$ cat src/rtl/sbox_pkg.sv
// Shared types and constants for the s-box arbiter slice.
package sbox_pkg;

   localparam int unsigned SBOX_LATENCY_DEFAULT = 8;
   localparam int unsigned TAG_W_MAX            = 3;

   typedef struct packed {
      logic [TAG_W_MAX-1:0] tag;
      logic [7:0]           data;
   } sbox_res_t;

   function automatic int unsigned clog2_req(input int unsigned n);
      return (n <= 1) ? 1 : $clog2(n);
   endfunction

endpackage

$ cat src/rtl/sbox_result_fifo.sv
// Synchronous result FIFO; push and pop may share a cycle, written data appears the next cycle.
module sbox_result_fifo
   import sbox_pkg::*;
#(
   parameter int unsigned  Depth = 16,
   localparam int unsigned PtrW  = $clog2(Depth),
   localparam int unsigned CntW  = PtrW + 1
) (
   input  logic            clk_i,
   input  logic            rst_ni,
   input  logic            push_i,
   input  sbox_res_t       wdata_i,
   input  logic            pop_i,
   output sbox_res_t       rdata_o,
   output logic            empty_o,
   output logic [CntW-1:0] count_o
);

   sbox_res_t       mem_q [Depth];
   logic [PtrW-1:0] wr_q, rd_q;
   logic [CntW-1:0] cnt_q;
   logic            do_pop;

   assign do_pop  = pop_i && (cnt_q != '0);
   assign empty_o = (cnt_q == '0);
   assign count_o = cnt_q;
   assign rdata_o = mem_q[rd_q];

   always_ff @(posedge clk_i) begin
      if (!rst_ni) begin
         wr_q  <= '0;
         rd_q  <= '0;
         cnt_q <= '0;
      end else begin
         if (push_i) wr_q <= wr_q + 1'b1;
         if (do_pop) rd_q <= rd_q + 1'b1;
         cnt_q <= cnt_q + CntW'(push_i) - CntW'(do_pop);
      end
   end

   always_ff @(posedge clk_i) begin
      if (push_i) mem_q[wr_q] <= wdata_i;
   end

   a_no_overflow: assert property (@(posedge clk_i) disable iff (!rst_ni)
      !(push_i && (cnt_q == CntW'(Depth))));

endmodule

$ cat src/rtl/sbox_arbiter.sv
// Shares one pipelined s-box among NUM_REQ requesters behind a credit-guarded result FIFO.
// Define SBOX_ARB_FIXED_PRIORITY_EN for lowest-index-wins instead of round robin.
module sbox_arbiter
   import sbox_pkg::*;
#(
   parameter int unsigned  NUM_REQ      = 4,
   parameter int unsigned  SBOX_LATENCY = SBOX_LATENCY_DEFAULT,
   parameter int unsigned  FIFO_DEPTH   = 16,
   localparam int unsigned TagW         = clog2_req(NUM_REQ),
   localparam int unsigned UsedW        = $clog2(FIFO_DEPTH + 1)
) (
   input  logic                 clk,
   input  logic                 rst_n,
   input  logic [NUM_REQ-1:0]   req_valid,
   input  logic [8*NUM_REQ-1:0] req_data,
   output logic [NUM_REQ-1:0]   req_ready,
   output logic                 out_valid,
   output logic [7:0]           out_data,
   output logic [TagW-1:0]      out_id,
   input  logic                 out_ready,
   output logic [7:0]           sbox_idata,
   output logic                 sbox_ivalid,
   output logic                 sbox_oready,
   input  logic [7:0]           sbox_odata
);

   logic                    run_q;
   logic [7:0]              sbox_idata_q;
   logic                    iss_vld_q;
   logic [TagW-1:0]         iss_tag_q;
   logic [SBOX_LATENCY-1:0] pipe_vld_q;
   logic [TagW-1:0]         pipe_tag_q [SBOX_LATENCY];
   logic                    cap_vld_q;
   logic [TagW-1:0]         cap_tag_q;
   logic [7:0]              cap_data_q;
   logic [UsedW-1:0]        used_q, used_d;
   logic                    can_issue, accept, pop;
   logic                    grant_vld;
   logic [TagW-1:0]         grant_idx, cand;
   logic [7:0]              grant_data;
   sbox_res_t               fifo_wdata, fifo_rdata;
   logic                    fifo_empty;
   logic [$clog2(FIFO_DEPTH):0] fifo_cnt;
   logic                    unused_tag;

   // Credit covers every byte between issue and pop, so the FIFO can never overflow.
   assign can_issue = run_q && (used_q < UsedW'(FIFO_DEPTH));
   assign accept    = grant_vld;
   assign pop       = out_valid && out_ready;
   assign used_d    = used_q + UsedW'(accept) - UsedW'(pop);

`ifndef SBOX_ARB_FIXED_PRIORITY_EN
   logic [TagW-1:0] rr_q, rr_d;

   always_comb begin
      rr_d = rr_q;
      if (accept) rr_d = (grant_idx == TagW'(NUM_REQ - 1)) ? '0 : grant_idx + 1'b1;
   end

   always_ff @(posedge clk) begin
      if (!rst_n) rr_q <= '0;
      else        rr_q <= rr_d;
   end
`endif

   always_comb begin
      grant_vld = 1'b0;
      grant_idx = '0;
      cand      = '0;
      for (int unsigned i = 0; i < NUM_REQ; i++) begin
`ifdef SBOX_ARB_FIXED_PRIORITY_EN
         cand = TagW'(i);
`else
         cand = TagW'((32'(rr_q) + i) % NUM_REQ);
`endif
         if (!grant_vld && req_valid[cand]) begin
            grant_vld = 1'b1;
            grant_idx = cand;
         end
      end
      grant_vld = grant_vld && can_issue;
   end

   always_comb begin
      req_ready  = '0;
      grant_data = '0;
      for (int unsigned i = 0; i < NUM_REQ; i++) begin
         if (TagW'(i) == grant_idx) grant_data = req_data[8*i +: 8];
      end
      if (grant_vld) req_ready[grant_idx] = 1'b1;
   end

   always_ff @(posedge clk) begin
      if (!rst_n) begin
         run_q        <= 1'b0;
         sbox_idata_q <= '0;
         iss_vld_q    <= 1'b0;
         iss_tag_q    <= '0;
         pipe_vld_q   <= '0;
         cap_vld_q    <= 1'b0;
         cap_tag_q    <= '0;
         cap_data_q   <= '0;
         used_q       <= '0;
      end else begin
         run_q     <= 1'b1;
         iss_vld_q <= accept;
         if (accept) begin
            sbox_idata_q <= grant_data;
            iss_tag_q    <= grant_idx;
         end
         pipe_vld_q[0] <= iss_vld_q;
         for (int unsigned i = 1; i < SBOX_LATENCY; i++) pipe_vld_q[i] <= pipe_vld_q[i-1];
         cap_vld_q  <= pipe_vld_q[SBOX_LATENCY-1];
         cap_tag_q  <= pipe_tag_q[SBOX_LATENCY-1];
         cap_data_q <= sbox_odata;
         used_q     <= used_d;
      end
   end

   // Tags are qualified by the valid bits, so they need no reset.
   always_ff @(posedge clk) begin
      pipe_tag_q[0] <= iss_tag_q;
      for (int unsigned i = 1; i < SBOX_LATENCY; i++) pipe_tag_q[i] <= pipe_tag_q[i-1];
   end

   always_comb begin
      fifo_wdata      = '0;
      fifo_wdata.tag  = TAG_W_MAX'(cap_tag_q);
      fifo_wdata.data = cap_data_q;
   end

   sbox_result_fifo #(
      .Depth (FIFO_DEPTH)
   ) u_fifo (
      .clk_i   (clk),
      .rst_ni  (rst_n),
      .push_i  (cap_vld_q),
      .wdata_i (fifo_wdata),
      .pop_i   (pop),
      .rdata_o (fifo_rdata),
      .empty_o (fifo_empty),
      .count_o (fifo_cnt)
   );

   assign out_valid   = !fifo_empty;
   assign out_data    = out_valid ? fifo_rdata.data : '0;
   assign out_id      = out_valid ? fifo_rdata.tag[TagW-1:0] : '0;
   assign unused_tag  = ^fifo_rdata.tag;
   assign sbox_idata  = sbox_idata_q;
   assign sbox_ivalid = run_q;
   assign sbox_oready = run_q;

   a_credit: assert property (@(posedge clk) disable iff (!rst_n)
      int'(fifo_cnt) <= int'(used_q));

endmodule

$ cat config.mk
export PLATFORM = sky130hd
export DESIGN_NAME = sbox_arbiter
export DESIGN_NICKNAME = d
export VERILOG_FILES = /design/src/rtl/sbox_pkg.sv /design/src/rtl/sbox_result_fifo.sv /design/src/rtl/sbox_arbiter.sv
export SDC_FILE = /design/constraint.sdc
export NUM_CORES = 1
export LEC_CHECK = 0
export CAP_MARGIN = 20
export CORE_ASPECT_RATIO = 0.9
export CORE_MARGIN = 10
export CORE_UTILIZATION = 45
export DETAILED_ROUTE_END_ITERATION = 12
export SYNTH_ARGS = -nofsm -noshare
export SYNTH_HDL_FRONTEND = slang
export SYNTH_SLANG_ARGS = --single-unit
$ cat constraint.sdc
create_clock -name clk -period 4.2 [get_ports clk]
set_input_delay 1.26 -clock clk [delete_from_list [all_inputs] [get_ports clk]]
set_output_delay 1.26 -clock clk [all_outputs]
set_load 0.005 [all_outputs]
==> flow_metrics.py <==
metrics = {
    "power": {
        "power_mw": 6.174,
        "pwr_density_cell_nw_per_um2": 571.9,
        "peakVddDrop_mv": 0.3042,
        "p_leak_nw": 3.819,
    },
    "worst_setup_path": {
        "crit_type": "input port to primary output",
        "crit_chain": "dlygate4sd2_1 -> inv_1 -> a22o_1 -> a211o_1 -> buf_4 -> inv_1 -> ha_1 -> and2_1 -> clkdlybuf4s15_1",
        "path_buf_inv": 5,
        "cp.required_ns": 2.94,
        "critPathTopFamily": "buffers and inverters",
        "cp_max_fo": 2,
        "critPathSlowestCell": "a211o_1",
        "crit_path_frequent_cell": "inv_1",
        "critPathMaxStageDelay_ns": 0.28,
        "arrival_ns": 2.83,
        "endpoint_kind": "primary output",
        "cp-start-kind": "input port",
    },
    "cells_and_area": {
        "nets": 733,
        "diodes": 0,
        "area.growth.synth_to_final_pct": 19.55,
        "final_util": 0.5435,
        "seqCellArea_um2": 6227,
        "stdcell_area_um2": 10800,
        "fillers": 1625,
        "drive_gt1_frac": 0.1355,
        "multiInputGateArea_um2": 2522,
    },
    "route": {
        "drc_errors": 0,
        "initialDrtViolationCount": 308,
        "via_count": 4998,
        "ant_nets": 0,
        "drt_wl_total_um": 18350,
        "wl_per_cell_um": 19.65,
        "avgViaCountPerCell": 5.351,
        "dr.pass1.iters": 4,
    },
    "sta": {
        "slew_violations": 0,
        "tns_ns": 0,
        "final.setup.worst_slack_ns": 0.1113,
        "final_hold_viol_count": 0,
        "post-route-min-period_ns": 4.089,
        "fin_skew_ns": 0.01084,
        "relSlewSlack": 0.4914,
        "fmax_mhz": 244.6,
        "tightest_slew_ns": 0.7600,
        "post-route-period-util": 0.9735,
        "setup_viol": 0,
        "rsz0062_at_grt": "no",
    },
    "logic_synthesis": {
        "synthesis.nets": 645,
        "synth_cells": 576,
        "yosys-top-cells-area": "edfxtp_1 (53%), dfxtp_1 (16%), mux4_2 (7.7%), and2_1 (2.9%), ha_1 (2.8%)",
        "yosysTopAreaCellShare": 0.5320,
        "yosys.cell_types.count": 44,
        "synth-edff-count": 160,
        "synth_area_per_cell_um2": 15.68,
        "yosysWarningCount": 0,
        "ys_top_cells_by_count": "edfxtp_1 (160), dfxtp_1 (71), and2_1 (42), mux4_2 (31), inv_1 (29)",
        "syn_area_um2": 9031,
        "ys_seq_elements": 231,
        "synth.most_common_cell": "edfxtp_1",
        "async_flop_share": 0,
        "ys.flop_type": "edfxtp_1",
        "yosys.area.top_type": "edfxtp_1",
        "seq_area_frac_synth": 0.6894,
    },
    "cts": {
        "cts.sinks": 231,
        "cts_tree": "yes",
        "clock_path_buffers": 3,
        "cts.clk_slew.worst_paths_ns": 0.06,
        "cts_root_buf": "clkbuf_16",
        "clk_latency_ns": 0.50,
        "cts_buffers": 24,
        "htreeDepth": 1,
    },
    "die": {
        "fp.dieW_um": 169.3,
        "die-area_um2": 26140,
        "core_um2": 19860,
        "die_y_um": 154.4,
        "rows": 49,
        "start_util": 0.4546,
        "io_pins": 72,
    },
    "global_route": {
        "grt_pass1_wl_um": 28660,
        "grt_pass1_vias": 5110,
        "antenna_found_initial": 0,
        "grt_overflow_total": 0,
        "grt_max_degree": 36,
        "grtUsageTotal": 0.1380,
    },
    "worst_hold_path": {
        "hp-class": "flip-flop to flip-flop",
    },
    "placement": {
        "io_buffer_count": 71,
        "gp_congestion": 0.7734,
        "place_ws_ns": -0.3782,
        "postPlaceCellArea_um2": 10010,
        "dpl.hpwl_um": 12360,
    },
    "outcome": {
        "status": "complete, no violations",
    },
    "run": {
        "maxCapViolCount": 0,
    },
}
-- cell families (layout without fill, tap and decap cells) --
family / count (synthesis) / in the layout / synth area share
DFF: 231 / 231 / 0.6894
and+or+nand+nor: 117 / 117 / 0.07052
AOI/OAI and AO/OA: 81 / 81 / 0.06359
buffers and inverters: 61 / 164 / 0.03173
muxes: 53 / 53 / 0.1020
adders and majority gates: 22 / 22 / 0.03214
xor gates and xnor gates: 11 / 11 / 0.01067
-- worst reg2reg max path, cell delays in order, from the launching register on --
cell and delay, ns:
dfxtp_1 0.32, inv_1 0.08, ha_1 0.14, or4b_1 0.58, nand2_1 0.19, inv_1 0.10
ha_1 0.28, inv_1 0.04, ha_1 0.20, fa_1 0.41, a21oi_1 0.15, nor2_1 0.07
or3_1 0.34, a21oi_1 0.13
-- report_power, final --
| part | switching (mW) | internal, mW | total, mW | leakage [nW] |
|---|---|---|---|---|
| Clock | 0.792 | 1.13 | 1.92 | 0.351 |
| Combinational | 0.728 | 0.872 | 1.60 | 1.43 |
| Sequential | 0.107 | 2.54 | 2.65 | 2.04 |
| Total | 1.63 | 4.55 | 6.17 | 3.82 |
-- cells in the final DEF (no fill, tap or decap), types with 5 or more instances in the layout --
cell type,synthesis,routed
buf_4,4,20
clkbuf_1,16,5
a22oi_1,18,18
mux4_2,31,31
ha_1,20,19
and2_1,42,42
o211ai_1,9,9
dlygate4sd2_1,0,6
a21oi_1,10,10
inv_1,29,29
mux2i_1,20,20
nor2_1,18,18
a221oi_1,8,8
edfxtp_1,160,160
a31oi_1,8,8
o21ai_0,11,11
clkdlybuf4s50_1,0,63
a211o_1,9,9
clkinv_1,1,6
dfxtp_1,71,70
xor2_1,7,7
nand2_1,16,16
nand3_1,21,21
clkbuf_16,0,26
-- cell type report --
type | instances | area share
inverter | 30 | 0.01043
clock inverter | 8 | 0.003361
multi-input combinational | 284 | 0.2336
sequential | 231 | 0.5768
tap | 255 | 0.02955
clock buffer | 33 | 0.06351
timing repair buffer | 93 | 0.08274
-- registers in the layout, summed over array words and instances (netlist names), 2 cells and up, named ones only --
register,count
u_fifo.rd_q,4
cap_data_q,8
iss_tag_q,2
cap_tag_q,2
u_fifo.count_o,5
pipe_vld_q,8
pipe_tag_q,16
sbox_idata,8
used_q,5
u_fifo.mem_q,160
u_fifo.wr_q,4
rr_q,2
-- worst paths after layout --
kind / slack, ns / start / end / cells after the start
setup / recovery: 0.11 / req_valid[3] / req_ready[3] / 9
hold / removal: 0.32 / pipe_tag_q[5][1] / pipe_tag_q[6][1] / 0
setup reg to reg: 1.08 / u_fifo.count_o[2] / u_fifo.count_o[4] / 13
hold reg to reg: 0.32 / pipe_tag_q[5][1] / pipe_tag_q[6][1] / 0
-- stage by stage --
step / cells / hold WS (ns)
after global placement: 885 / 0.3105
after global routing: 934 / 0.3312
final: 934 / 0.3225
after CTS: 928 / 0.3251
after detailed placement: 885 / 0.3121
after floorplan: 576 / 0.3096
-- layer usage --
layer  part of all wire  vias to the layer above  routed length, um  track usage
met5                  0                        -                  0            0
met4              0.015                        0                284      0.03244
met3              0.066                       23               1207      0.03598
met2               0.47                      139               8601       0.2179
met1               0.45                     2488               8255       0.1868
li1                   -                     2348                  -            -
-- timing repair --
item | CTS | global route
setup endpoints to repair | 4 | 6
buffers inserted | 2 | 5
pin swaps | 2 | 0
gates cloned | 0 | 1
hold buffers | 0 | 0
gates resized for setup | 13 | 1
No activity file was read; power rests on OpenSTA's default activity.
